===== config.mk =====
export PLATFORM = sky130hd
export DESIGN_NAME = mips_multicycle_ctrl
export DESIGN_NICKNAME = d
export VERILOG_FILES = /design/src/rtl/mips_multicycle_ctrl.sv
export SDC_FILE = /design/constraint.sdc
export NUM_CORES = 1
export LEC_CHECK = 0
export BUFFER_PORTS_ARGS = -buffer_cell sky130_fd_sc_hd__clkbuf_2
export CORE_MARGIN = 2
export CORE_UTILIZATION = 46
export DETAILED_ROUTE_END_ITERATION = 8
export HOLD_SLACK_MARGIN = 0.02
export PLACE_DENSITY = 0.83
export SYNTH_ARGS = -nofsm -noshare
export SYNTH_HDL_FRONTEND = slang
export SYNTH_SLANG_ARGS = --single-unit

===== constraint.sdc =====
create_clock -name clk -period 2.65 [get_ports clk]
set_input_delay 0.53 -clock clk [delete_from_list [all_inputs] [get_ports clk]]
set_output_delay 0.53 -clock clk [all_outputs]
set_load 0.03 [all_outputs]

===== src/rtl/mips_multicycle_ctrl.sv =====
// Multicycle MIPS control unit: a Moore FSM that sequences fetch, decode, execute,
// memory and write-back, and drives the ALU code and datapath control lines.
`timescale 1ns/1ps
module mips_multicycle_ctrl (
    input  logic       clk,
    input  logic       rst_n,
    input  logic [5:0] opcode,
    input  logic [5:0] funct,
    input  logic       zero,
    input  logic       mem_ready,
    output logic [3:0] alu_op,
    output logic       alu_swap,
    output logic       alu_src_a,
    output logic [1:0] alu_src_b,
    output logic       zero_ext,
    output logic [1:0] pc_source,
    output logic       pc_write,
    output logic       ir_write,
    output logic       i_or_d,
    output logic       mem_read,
    output logic       mem_write,
    output logic       reg_write,
    output logic       reg_dst,
    output logic       mem_to_reg,
    output logic       illegal,
    output logic [3:0] state
);

    typedef enum logic [3:0] {
        S_RESET    = 4'd0,
        S_FETCH    = 4'd1,
        S_DECODE   = 4'd2,
        S_MEMADDR  = 4'd3,
        S_MEMREAD  = 4'd4,
        S_MEMWB    = 4'd5,
        S_MEMWRITE = 4'd6,
        S_EXEC_R   = 4'd7,
        S_RWB      = 4'd8,
        S_EXEC_I   = 4'd9,
        S_IWB      = 4'd10,
        S_BRANCH   = 4'd11,
        S_JUMP     = 4'd12,
        S_TRAP     = 4'd13
    } state_t;

    localparam logic [5:0] OP_RTYPE = 6'b000000;
    localparam logic [5:0] OP_J     = 6'b000010;
    localparam logic [5:0] OP_BEQ   = 6'b000100;
    localparam logic [5:0] OP_BNE   = 6'b000101;
    localparam logic [5:0] OP_ADDI  = 6'b001000;
    localparam logic [5:0] OP_ANDI  = 6'b001100;
    localparam logic [5:0] OP_ORI   = 6'b001101;
    localparam logic [5:0] OP_XORI  = 6'b001110;
    localparam logic [5:0] OP_LW    = 6'b100011;
    localparam logic [5:0] OP_SW    = 6'b101011;

    localparam logic [3:0] ALU_ADD  = 4'b0000;
    localparam logic [3:0] ALU_SUB  = 4'b0001;
    localparam logic [3:0] ALU_SLL1 = 4'b0100;
    localparam logic [3:0] ALU_SRL1 = 4'b1100;
    localparam logic [3:0] ALU_AND  = 4'b1000;
    localparam logic [3:0] ALU_OR   = 4'b1001;
    localparam logic [3:0] ALU_XOR  = 4'b1010;
    localparam logic [3:0] ALU_NOR  = 4'b1011;
    localparam logic [3:0] ALU_GT   = 4'b1110;

    // R-type funct decode packed as {legal, swap, alu_op}
    function automatic logic [5:0] r_decode(input logic [5:0] fn);
        case (fn)
            6'b100000: r_decode = {1'b1, 1'b0, ALU_ADD};
            6'b100010: r_decode = {1'b1, 1'b0, ALU_SUB};
            6'b100100: r_decode = {1'b1, 1'b0, ALU_AND};
            6'b100101: r_decode = {1'b1, 1'b0, ALU_OR};
            6'b100110: r_decode = {1'b1, 1'b0, ALU_XOR};
            6'b100111: r_decode = {1'b1, 1'b0, ALU_NOR};
            6'b000000: r_decode = {1'b1, 1'b0, ALU_SLL1};
            6'b000010: r_decode = {1'b1, 1'b0, ALU_SRL1};
            6'b101010: r_decode = {1'b1, 1'b1, ALU_GT};
            default:   r_decode = {1'b0, 1'b0, ALU_ADD};
        endcase
    endfunction

    state_t     state_r;
    state_t     state_next_s;
    logic [5:0] r_dec_s;

    assign r_dec_s = r_decode(funct);
    assign state   = state_r;

    // State register; reset abandons any instruction in flight
    always_ff @(posedge clk or negedge rst_n) begin
        if (!rst_n) begin
            state_r <= S_RESET;
        end else begin
            state_r <= state_next_s;
        end
    end

    // Next-state logic
    always_comb begin
        state_next_s = S_FETCH;
        case (state_r)
            S_RESET:  state_next_s = S_FETCH;
            S_FETCH: begin
                if (mem_ready) state_next_s = S_DECODE;
                else           state_next_s = S_FETCH;
            end
            S_DECODE: begin
                case (opcode)
                    OP_LW, OP_SW: state_next_s = S_MEMADDR;
                    OP_RTYPE: begin
                        if (r_dec_s[5]) state_next_s = S_EXEC_R;
                        else            state_next_s = S_TRAP;
                    end
                    OP_ADDI, OP_ANDI, OP_ORI, OP_XORI: state_next_s = S_EXEC_I;
                    OP_BEQ, OP_BNE: state_next_s = S_BRANCH;
                    OP_J:           state_next_s = S_JUMP;
                    default:        state_next_s = S_TRAP;
                endcase
            end
            S_MEMADDR: begin
                if (opcode == OP_LW) state_next_s = S_MEMREAD;
                else                 state_next_s = S_MEMWRITE;
            end
            S_MEMREAD: begin
                if (mem_ready) state_next_s = S_MEMWB;
                else           state_next_s = S_MEMREAD;
            end
            S_MEMWRITE: begin
                if (mem_ready) state_next_s = S_FETCH;
                else           state_next_s = S_MEMWRITE;
            end
            S_EXEC_R: state_next_s = S_RWB;
            S_EXEC_I: state_next_s = S_IWB;
            S_MEMWB, S_RWB, S_IWB, S_BRANCH, S_JUMP, S_TRAP: state_next_s = S_FETCH;
            default:  state_next_s = S_FETCH;
        endcase
    end

    // Moore outputs from the current state, qualified by mem_ready, zero and opcode
    always_comb begin
        alu_op     = ALU_ADD;
        alu_swap   = 1'b0;
        alu_src_a  = 1'b0;
        alu_src_b  = 2'b00;
        zero_ext   = 1'b0;
        pc_source  = 2'b00;
        pc_write   = 1'b0;
        ir_write   = 1'b0;
        i_or_d     = 1'b0;
        mem_read   = 1'b0;
        mem_write  = 1'b0;
        reg_write  = 1'b0;
        reg_dst    = 1'b0;
        mem_to_reg = 1'b0;
        illegal    = 1'b0;
        case (state_r)
            S_FETCH: begin
                mem_read  = 1'b1;
                alu_src_b = 2'b01;
                ir_write  = mem_ready;
                pc_write  = mem_ready;
            end
            S_DECODE:  alu_src_b = 2'b11;
            S_MEMADDR: begin
                alu_src_a = 1'b1;
                alu_src_b = 2'b10;
            end
            S_MEMREAD: begin
                mem_read = 1'b1;
                i_or_d   = 1'b1;
            end
            S_MEMWB: begin
                reg_write  = 1'b1;
                mem_to_reg = 1'b1;
            end
            S_MEMWRITE: begin
                mem_write = 1'b1;
                i_or_d    = 1'b1;
            end
            S_EXEC_R: begin
                alu_src_a = 1'b1;
                alu_op    = r_dec_s[3:0];
                alu_swap  = r_dec_s[4];
            end
            S_RWB: begin
                reg_write = 1'b1;
                reg_dst   = 1'b1;
            end
            S_EXEC_I: begin
                alu_src_a = 1'b1;
                alu_src_b = 2'b10;
                case (opcode)
                    OP_ANDI: begin alu_op = ALU_AND; zero_ext = 1'b1; end
                    OP_ORI:  begin alu_op = ALU_OR;  zero_ext = 1'b1; end
                    OP_XORI: begin alu_op = ALU_XOR; zero_ext = 1'b1; end
                    default: begin alu_op = ALU_ADD; zero_ext = 1'b0; end
                endcase
            end
            S_IWB: reg_write = 1'b1;
            S_BRANCH: begin
                alu_src_a = 1'b1;
                alu_op    = ALU_SUB;
                pc_source = 2'b01;
                if (opcode == OP_BNE) pc_write = ~zero;
                else                  pc_write = zero;
            end
            S_JUMP: begin
                pc_source = 2'b10;
                pc_write  = 1'b1;
            end
            S_TRAP:  illegal = 1'b1;
            default: illegal = 1'b0;
        endcase
    end

endmodule


# --- Word level (Yosys, flattened, before mapping) ---
# Index checks and enable logic that the tools add are counted.
classes:
  n_eq_ne: 30
  n_mux: 26
  bitwise_logic: 1
  n_reduce_logical: 11
op_table:
  columns: ["cell", "n"]
  rows:
  - ["$eq A6 B6 Y1 const B", 9]
  - ["$pmux W6 S9", 1]
  - ["$pmux W4 S7", 1]
  - ["$eq A4 B4 Y1 const B", 6]
  - ["$eq A6 B4 Y1 const B", 4]
  - ["$pmux W4 S3", 2]
  - ["$pmux W4 S5", 1]
  - ["$eq A4 B3 Y1 const B", 4]
  - ["$mux W1", 14]
  - ["$eq A6 B2 Y1 const B", 2]
  - ["$eq A6 B3 Y1 const B", 2]
  - ["$logic_not A6 Y1", 2]
  - ["$reduce_or A2 Y1", 5]
  - ["$eq A4 B2 Y1 const B", 2]
  - ["$reduce_or A4 Y1", 2]
  - ["$pmux W2 S3", 1]
  - ["$reduce_or A3 Y1", 2]
  - ["$eq A4 B1 Y1 const B", 1]
  - ["$mux W2", 2]
  - ["$mux W4", 1]
  - ["$pmux W2 S2", 1]
  - ["$mux W3", 1]
  - ["$pmux W1 S3", 1]
  - ["$not A1 Y1", 1]
totals:
  regBits: 4
  input_bits: 16
  output_inout_bits: 24
  word_cells: 69

# --- Longest topological paths before layout ---
# Gate-level depths: netlist (run 1).
depth:
  word_depth: 5
  depth_mapped: 5
  depth_no_buf: 4

# --- Worst setup path after synthesis (run 1) ---
# OpenSTA, ideal clock, no wires.
synth_timing:
  path_type: "flip-flop to output port"
  from: "register state_r[3], in the netlist state[3]"
  to: "output port alu_swap"
  t_arrival_ns: 2.142
  required_ns: 2.120
  path_slack_ns: -0.022
  stages_incl_launch_ff: 4
  path_buffers: 0
  cell_sequence: "dfrtp_1 -> nand2b_1 -> or3_1 -> nor4_1"
synth_via:
  elab_chain_cells: 2
synth_lines:
  columns: ["item", "line", "rtl"]
  rows:
  - ["from (decl)", "83", "state_t state_r;"]
  - ["from (signal assigned)", "95", "state_r <= state_next_s;"]
  - ["$eq A4 B3 Y1", "157", "case (state_r)"]
  - ["$mux W1", "157", null]
  - ["to (decl)", "12", "output logic alu_swap,"]
# No other way between the ends.

# --- Worst setup path after layout (run 1) ---
layout_timing:
  from: "register state_r[1], in the netlist state[1]"
  to: "output port alu_op[3]"
layout_via:
  elab_chain_cells: 2
  word_cells_on_any_way: 4
  cone_classes: "eq/ne (3); mux (1)"
layout_lines:
  columns: ["item", "line", "rtl"]
  rows:
  - ["$eq A4 B4 Y1 or $eq A4 B3 Y1 (tied branches)", "157", null]
  - ["$pmux W4 S3 *", "157", null]
  - ["to (decl)", "11", "output logic [3:0] alu_op,"]
# Every way passes the cells marked *; elsewhere a longest branch is shown, timed or not.

==> impl_metrics.json, run 1 <==
{
  "numCtsBuffers": 3,
  "yosysUniqueCellTypes": 44,
  "wl_microns": 2020,
  "synth_area_sq_um": 699.4,
  "dieArea_sq_um": 1849,
  "crit_path_start_kind": "register",
  "wl_met2_microns": 994,
  "maxSlewHeadroom": 0.7334,
  "largest_reg_flops": 4,
  "top_layer_used": "met4",
  "hold_viol": 0,
  "vdd_drop_max_mv": 0.8841,
  "h-tree-depth": 1,
  "maxCapViolations": 0,
  "ys_ff_latch": 4,
  "yosys_warnings": 0,
  "portBuffers": 39,
  "holdBufCountCts": 0,
  "fill_cells": 137,
  "insertion_delay_ps": 220,
  "max_freq_mhz": 402.2,
  "antenna_found_initial": 0,
  "p_comb_frac": 0.766,
  "cts_resized": 0,
  "met1_length_microns": 908,
  "slew_violations": 0,
  "p_per_area_nw_per_um2": 943.3,
  "ant_nets": 0,
  "finalCriticalPeriod_ps": 2486,
  "drive_above_1_share": 0.3830,
  "grt_pass1_vias": 777,
  "overflow": 0,
  "yosysTopAreaCell": "dfrtp_1",
  "cp.arrival_ps": 1960,
  "postSynthCellCount": 100,
  "swShare": 0.5899,
  "cts_buffer_depth": 2,
  "dieHeight_microns": 43.00,
  "nets": 159,
  "power.switching_uw": 525.7,
  "drt-wirelength-per-cell_microns": 12.87,
  "power_uw": 891.1,
  "cts_sinks": 4,
  "fin_hold_ws_ps": 104.4,
  "synth_nets": 116,
  "clockRootBuffer": "clkbuf_4",
  "async_flop_share": 1.000,
  "p_seq_frac": 0.156,
  "io_pins": 40,
  "fin_crit_sh": 0.9382,
  "multiInputGateArea_sq_um": 565.5,
  "wl_met3_microns": 98,
  "setup_viol": 0,
  "core-area_sq_um": 1471,
  "yosysSeqAreaShare": 0.1431,
  "via_per_inst": 5.866,
  "synth.area.top_cells": "dfrtp_1, nand2b_1, nor2_1, nor3_1, a21oi_1",
  "setup.worst_path.end_class": "output port",
  "critPathKind": "reg2out",
  "rr_worst_depth": 4,
  "drt_iter0_drc": 24,
  "path_max_fanout": 13,
  "tightest_slew_ps": 396.3,
  "die-width_microns": 43.00,
  "p_clk_frac": 0.078,
  "area_growth_syn_to_layout_pct": 35.06,
  "postCtsSetupBuffers": 0,
  "synth.top_cell.area_share": 0.1431,
  "rows": 14,
  "clk_pin_slew_ps": 40,
  "dp_hpwl_microns": 1608,
  "yosys-top-cells-count": "nor2_1, nand2_1, nand2b_1, nor3_1, a21oi_1",
  "p_leak_nw": 0.4472,
  "p_int_uw": 365.4,
  "drc": 0,
  "grt_usage": 0.2170,
  "regArea_sq_um": 100.1,
  "via_count": 921,
  "status": "finished, final reports clean",
  "tritoncts": "done",
  "initial_core_util": 0.4753,
  "synth_edf_count": 0,
  "finClkSkew_ps": 3.805,
  "synthFlopType": "dfrtp_1",
  "syn_avg_cell_area_sq_um": 6.994,
  "tns_ps": 0,
  "synth.most_common_cell": "nor2_1",
  "required_ps": 2120,
  "hp-class": "in2async",
  "grt_pass1_wl_microns": 3208,
  "firstDrtPassIters": 4,
  "globalplace.congestion": 0.9142,
  "insertedDiodeCount": 0,
  "rsz0062_at_grt": "no",
  "grt_max_degree": 15
}
-- power by group through the flow --
| stage | Clock (mW) | Combinational, mW | Sequential, mW |
|---|---|---|---|
| after floorplan | 0 | 0.460 | 0.168 |
| after global placement | 0 | 0.677 | 0.137 |
| after detailed placement | 0 | 0.682 | 0.138 |
| after CTS | 0.0710 | 0.683 | 0.137 |
| after global routing | 0.0756 | 0.735 | 0.145 |
| final | 0.0695 | 0.683 | 0.139 |
-- critical path, cell delays in order (launching register included) --
cell,delay [ps]
dfrtp_1,500
nand2b_4,230
or4_4,520
a21oi_4,130
o21bai_2,120
clkbuf_2,220
-- logic make-up after synthesis --
family	share of synthesized area
AND/OR/NAND/NOR	0.4544
buffers and inverters	0.05725
adder cells (fa/ha/maj)	0.01431
XOR/XNOR	0.02505
AO/OA/AOI/OAI	0.2916
multiplexers	0.01431
flip-flops	0.1431
-- path summary, 6_finish.rpt --
kind / start / end / slack [ps]
worst max-delay path: state[1] / alu_op[3] / 160
worst min-delay path: rst_n / state[3] / 100
worst max register to register: state[1] / state[1] / 1150
worst min register to register: state[0] / state[3] / 740
max in group asynchronous: rst_n / state[1] / 2420
min in group clk: opcode[5] / state[2] / 620
-- layer usage --
| metal | global-route usage | vias to the layer above |
|---|---|---|
| met4 | 0.05455 | 0 |
| met2 | 0.3758 | 39 |
| met5 | 0 | - |
| met1 | 0.2846 | 417 |
| met3 | 0.02553 | 4 |
| li1 | - | 461 |
-- stage by stage --
step                  util  worst slack, ps  cells  area, sq um
global route        0.6420            74.07    157        944.7
finish              0.6420            163.7    157        944.7
global placement    0.6267            245.9    154        922.1
floorplan                -            13.39    100        705.7
detailed placement  0.6267            209.1    154        922.1
CTS                 0.6420            168.1    157        944.7
-- cell type report --
type | instances | area share
clock buffer | 3 | 0.02384
sequential | 4 | 0.1060
timing repair buffer | 43 | 0.2384
tap | 16 | 0.02119
multi-input combinational | 88 | 0.5987
inverter | 3 | 0.01192
-- cell usage in the layout, fill, tap and decap left out, types with 2 or more instances in the layout --
cell	netlist	layout
nand2_1	8	8
o21ai_1	2	2
o211ai_1	2	2
nor3b_1	2	2
or4_1	3	3
nor3_1	7	7
buf_4	0	4
o21ai_0	3	3
nor4_1	3	2
a211oi_1	2	2
clkbuf_2	0	39
dfrtp_1	4	4
nand3_1	2	2
nor2b_1	4	4
clkbuf_4	0	3
a21oi_1	6	6
inv_1	3	3
a211o_1	2	2
nand2b_1	7	7
nor2_1	11	11
No activity file was read; power rests on OpenSTA's default activity.
==> inputs of run 2 (changes only) <==
--- a/config.mk
+++ b/config.mk
@@ -5,9 +5,10 @@
 export SDC_FILE = /design/constraint.sdc
 export NUM_CORES = 1
 export LEC_CHECK = 0
+export ABC_AREA = 1
 export BUFFER_PORTS_ARGS = -buffer_cell sky130_fd_sc_hd__clkbuf_2
 export CORE_MARGIN = 2
-export CORE_UTILIZATION = 46
+export CORE_UTILIZATION = 45
 export DETAILED_ROUTE_END_ITERATION = 8
 export HOLD_SLACK_MARGIN = 0.02
 export PLACE_DENSITY = 0.83
==> impl_metrics.json, run 2 <==
{
  "tns_ps": 0,
  "synth_edf_count": 0,
  "swShare": 0.6220,
  "setup_viol": 0,
  "largest_reg_flops": 4,
  "core-area_sq_um": 1334,
  "via_per_inst": 5.027,
  "drt-wirelength-per-cell_microns": 10.01,
  "cp_slowest_cell": "dfrtp_1",
  "wl_microns": 1871,
  "vdd_drop_max_mv": 0.3997,
  "finalCriticalPeriod_ps": 2118,
  "p_per_area_nw_per_um2": 883.4,
  "syn_avg_cell_area_sq_um": 5.120,
  "tightest_slew_ps": 291.5,
  "crit_path_start_kind": "register",
  "tritoncts": "done",
  "grt_pass1_wl_microns": 3305,
  "path_buf_inv": 2,
  "insertedDiodeCount": 0,
  "placed_area_sq_um": 879.6,
  "p_clk_frac": 0.089,
  "setup.worst_path.end_class": "output port",
  "status": "finished, final reports clean",
  "postSynthCellCount": 130,
  "final_area_sq_um": 902.1,
  "io_pins": 40,
  "yosysUniqueCellTypes": 20,
  "insertion_delay_ps": 230,
  "p_leak_nw": 0.5389,
  "rsz0062_at_grt": "no",
  "hp-class": "in2async",
  "p_seq_frac": 0.164,
  "synthFlopType": "dfrtp_1",
  "muxShareOfSynthArea": 0,
  "numCtsBuffers": 3,
  "holdBufCountCts": 0,
  "dieHeight_microns": 42.46,
  "yosysTopAreaCell": "nand2_1",
  "via_count": 940,
  "slew_violations": 0,
  "rr_worst_depth": 7,
  "path_max_fanout": 4,
  "initial_core_util": 0.4991,
  "fin_crit_sh": 0.7994,
  "drive_above_1_share": 0.3256,
  "grt_max_degree": 9,
  "path_depth": 6,
  "yosys.area_share.simple": 0.5977,
  "synth_xor_area_frac": 0,
  "drc": 0,
  "nets": 190,
  "cts_resized": 0,
  "yosysSeqAreaShare": 0.1504,
  "hold_viol": 0,
  "overflow": 0,
  "h-tree-depth": 1,
  "rows": 13,
  "maxSlewHeadroom": 0.8056,
  "final_cell_mix": "clkbuf_2, nand2_1, nor2_1",
  "synth.area.top_cells": "nand2_1, nor2_1, dfrtp_1, inv_1, nand3_1",
  "drt_iter0_drc": 27,
  "synth_area_sq_um": 665.6,
  "synth_nets": 146,
  "p_comb_frac": 0.747,
  "maxCapViolations": 0,
  "globalplace.congestion": 0.9091,
  "async_flop_share": 1.000,
  "synth_compound_area_frac": 0.1278,
  "grt_usage": 0.2288,
  "antenna_found_initial": 0,
  "synth.top_cell.area_share": 0.1692,
  "required_ps": 2120,
  "grt_pass1_vias": 864,
  "yosys-top-cells-count": "nand2_1, nor2_1, inv_1",
  "dieArea_sq_um": 1803,
  "crit_chain": "inv_1, nand2_1, nor2_2, nand3_1, o21ai_1, clkbuf_2",
  "clk_pin_slew_ps": 40,
  "ant_nets": 0,
  "area_growth_syn_to_layout_pct": 35.53,
  "cp.arrival_ps": 1590,
  "power.switching_uw": 495.7,
  "clockRootBuffer": "clkbuf_4",
  "dp_hpwl_microns": 1633,
  "p_int_uw": 301.2,
  "yosys_warnings": 0,
  "portBuffers": 39,
  "max_freq_mhz": 472.1,
  "finClkSkew_ps": 4.678,
  "synth_top_family_by_area": "simple AND/OR/NAND/NOR gates",
  "layout_commonest_cell": "clkbuf_2",
  "critPathKind": "reg2out",
  "firstDrtPassIters": 4,
  "cts_buffer_depth": 2,
  "die-width_microns": 42.46,
  "ys_ff_latch": 4,
  "cts_sinks": 4,
  "postCtsSetupBuffers": 0,
  "crit_family": "simple AND/OR/NAND/NOR gates",
  "cpPeakStageDelay_ps": 410,
  "synth_fa_ha_area_frac": 0
}
-- run 2: cell count changes after synthesis, moves of 4 or more --
cell,previous run,this run
inv_2,0,5
nand2_1,8,30
nand3_1,2,10
nor2_1,11,30
inv_1,3,17
nand2b_1,7,0
nor2_2,0,4
a21oi_1,6,2
nor2b_1,4,0
-- run 2: worst paths after layout --
kind | from | endpoint | slack [ps]
worst max-delay path | state[2] | alu_op[1] | 530
worst min-delay path | rst_n | state[0] | 100
worst max register to register | state[3] | state[1] | 1370
worst min register to register | state[2] | state[0] | 770
max in group asynchronous | rst_n | state[1] | 2430
min in group clk | mem_ready | state[0] | 620
-- run 2: final cells by class --
| type | instances | area, sq um |
|---|---|---|
| Fill cell | 135 | 431.7 |
| Sequential cell | 4 | 100.1 |
| Tap cell | 15 | 18.77 |
| Timing Repair Buffer | 39 | 195.2 |
| Inverter | 22 | 82.58 |
| Multi-Input combinational cell | 104 | 483.0 |
| Clock buffer | 3 | 22.52 |
-- run 2: power groups by stage --
stage               registers [mW]  logic (mW)  clock network [mW]
global placement             0.132       0.587                   0
floorplan                    0.170       0.393                   0
finish                       0.131       0.595              0.0713
detailed placement           0.132       0.594                   0
global route                 0.136       0.650              0.0835
CTS                          0.131       0.595              0.0738
-- run 2: layer usage --
metal  routed length, microns  global-route usage  vias to the layer above
li1                         -                   -                      499
met3                      114             0.03448                        2
met5                        0                   0                        -
met4                       10             0.08125                        0
met1                      849              0.2857                      401
met2                      897              0.3938                       38
-- run 2: cell families (layout without fill, tap and decap cells) --
family | Yosys count | count (layout)
flip-flops | 4 | 4
buffers and inverters | 22 | 64
AO/OA/AOI/OAI | 15 | 15
AND/OR/NAND/NOR | 89 | 89
-- run 2: per-stage QoR --
step / setup WS, ps / std cells / utilization / hold slack (ps) / power (mW)
floorplan: 269.1 / 130 / - / 234.4 / 0.5634
global placement: 585.8 / 184 / 0.6595 / 335.3 / 0.7184
finish: 531.7 / 187 / 0.6764 / 97.60 / 0.7969
global route: 386.6 / 187 / 0.6764 / 84.64 / 0.8694
detailed placement: 589.0 / 184 / 0.6595 / 336.8 / 0.7266
CTS: 525.4 / 187 / 0.6764 / 93.35 / 0.7997
==> inputs of run 3 (changes only) <==
--- a/config.mk
+++ b/config.mk
@@ -5,13 +5,13 @@
 export SDC_FILE = /design/constraint.sdc
 export NUM_CORES = 1
 export LEC_CHECK = 0
-export ABC_AREA = 1
+export ABC_AREA = 0
 export BUFFER_PORTS_ARGS = -buffer_cell sky130_fd_sc_hd__clkbuf_2
 export CORE_MARGIN = 2
-export CORE_UTILIZATION = 45
+export CORE_UTILIZATION = 39
 export DETAILED_ROUTE_END_ITERATION = 8
 export HOLD_SLACK_MARGIN = 0.02
-export PLACE_DENSITY = 0.83
+export PLACE_DENSITY = 0.75
 export SYNTH_ARGS = -nofsm -noshare
 export SYNTH_HDL_FRONTEND = slang
 export SYNTH_SLANG_ARGS = --single-unit
==> constraint.sdc (replaced) <==
create_clock -name clk -period 1.8 [get_ports clk]
set_input_delay 0.36 -clock clk [delete_from_list [all_inputs] [get_ports clk]]
set_output_delay 0.36 -clock clk [all_outputs]
set_load 0.03 [all_outputs]
==> impl_metrics.json, run 3 (synthesis results as in run 1) <==
{
  "cp.arrival_ps": 1730,
  "numCtsBuffers": 3,
  "grt_max_degree": 15,
  "cpPeakStageDelay_ps": 530,
  "drt-wirelength-per-cell_microns": 13.98,
  "insertedDiodeCount": 0,
  "globalplace.congestion": 0.9346,
  "cp_slowest_cell": "or4_4",
  "die-width_microns": 46.35,
  "fin_hold_ws_ps": 463.3,
  "h-tree-depth": 1,
  "io_pins": 40,
  "overflow": 0,
  "finClkSkew_ps": 4.733,
  "violations": "setup timing",
  "required_ps": 1440,
  "largest_reg_flops": 4,
  "status": "finished with violations",
  "via_count": 1037,
  "cts_buffer_depth": 2,
  "path_max_fanout": 3,
  "fin_crit_sh": 1.164,
  "pre_cts_slack_ps": -291.0,
  "power_mw": 1.708,
  "area_growth_syn_to_layout_pct": 94.27,
  "crit_chain": "nand2b_4, or4_4, a21oi_4, o21bai_4, buf_8",
  "rsz0062_at_grt": "yes",
  "max_freq_mhz": 477.5,
  "crit_path_start_kind": "register",
  "setup_viol": 7,
  "layout_commonest_cell": "buf_4",
  "finalCriticalPeriod_ps": 2094,
  "p_per_area_nw_per_um2": 1257,
  "hold_viol": 0,
  "rows": 15,
  "tritoncts": "done",
  "critPathKind": "reg2out",
  "slew_violations": 0,
  "nets": 182,
  "setup.worst_path.end_class": "output port",
  "portBuffers": 39,
  "cts_sinks": 4,
  "clk_pin_slew_ps": 40,
  "grt_pass1_wl_microns": 3988,
  "via_per_inst": 5.487,
  "drive_above_1_share": 0.5976,
  "tightest_slew_ps": 469.3,
  "drt_iter0_drc": 40,
  "path_buf_inv": 1,
  "dp_hpwl_microns": 1987,
  "dieArea_sq_um": 2148,
  "vdd_drop_max_mv": 1.125,
  "final_cell_mix": "buf_4, clkbuf_2, nor2_1",
  "p_leak_nw": 0.6090,
  "crit_family": "simple AND/OR/NAND/NOR gates",
  "grt_usage": 0.2572,
  "worst_slack_ps": -294.3,
  "grt_pass1_vias": 929,
  "core-area_sq_um": 1708,
  "tns_ps": -1579,
  "insertion_delay_ps": 240,
  "clockRootBuffer": "clkbuf_4",
  "drc": 0,
  "dieHeight_microns": 46.35,
  "initial_core_util": 0.4095,
  "maxCapViolations": 0,
  "maxSlewHeadroom": 0.6843,
  "wl_microns": 2642,
  "antenna_found_initial": 0,
  "firstDrtPassIters": 4,
  "ant_nets": 0,
  "hp-class": "in2async"
}
==> run 3: cell count changes in the layout (fill, tap and decap cells not counted), moves of 5 or more <==
cell | before | now
buf_4 | 0 | 28
clkbuf_2 | 39 | 24
inv_1 | 17 | 3
inv_2 | 5 | 0
nand2_1 | 30 | 8
nand3_1 | 10 | 2
nor2_1 | 30 | 9
o21ai_1 | 5 | 0
==> run 3: worst paths after layout <==
check	from	slack [ps]	endpoint	depth (start not counted)
max in group asynchronous	rst_n	1200	state[1]	2
min in group clk	funct[4]	520	state[3]	3
worst min register to register	state[0]	780	state[3]	3
worst min-delay path	rst_n	460	state[2]	2
worst max-delay path	state[1]	-290	alu_op[3]	5
worst max register to register	state[0]	310	state[1]	5
==> run 3: where the power goes <==
part | internal (mW) | leakage, nW | switching [mW]
clock network | 0.0750 | 0.0138 | 0.0419
registers | 0.136 | 0.0447 | 0.0360
logic | 0.583 | 0.551 | 0.836
==> run 3: layout make-up <==
type	instances	area (sq um)
clock buffers	3	22.52
fillers	118	349.1
inverters	3	11.26
multi-input cells	88	686.9
flip-flops and latches	4	105.1
well taps	25	31.28
repair buffers	66	501.7
==> run 3: routing by layer <==
layer	vias up	GRT usage	routed length (microns)
met5	-	0	0
met4	0	0.08000	23
met3	4	0.01176	156
met2	52	0.5028	1472
met1	478	0.2904	989
li1	503	-	-
==> run 3: timing repair <==
item | 4_1_cts | 5_1_grt
hold endpoints to repair | 4 | 0
hold buffers | 1 | 0
pin swaps | 6 | 2
setup buffers | 1 | 1
setup endpoints to repair | 11 | 13
resized for setup | 23 | 21
==> run 3: metrics by stage <==
step	instances	area, sq um	utilization
after floorplan	100	808.3	-
after global placement	183	1186	0.6945
after detailed placement	183	1186	0.6945
after CTS	188	1313	0.7685
after global routing	189	1359	0.7956
final	189	1359	0.7956
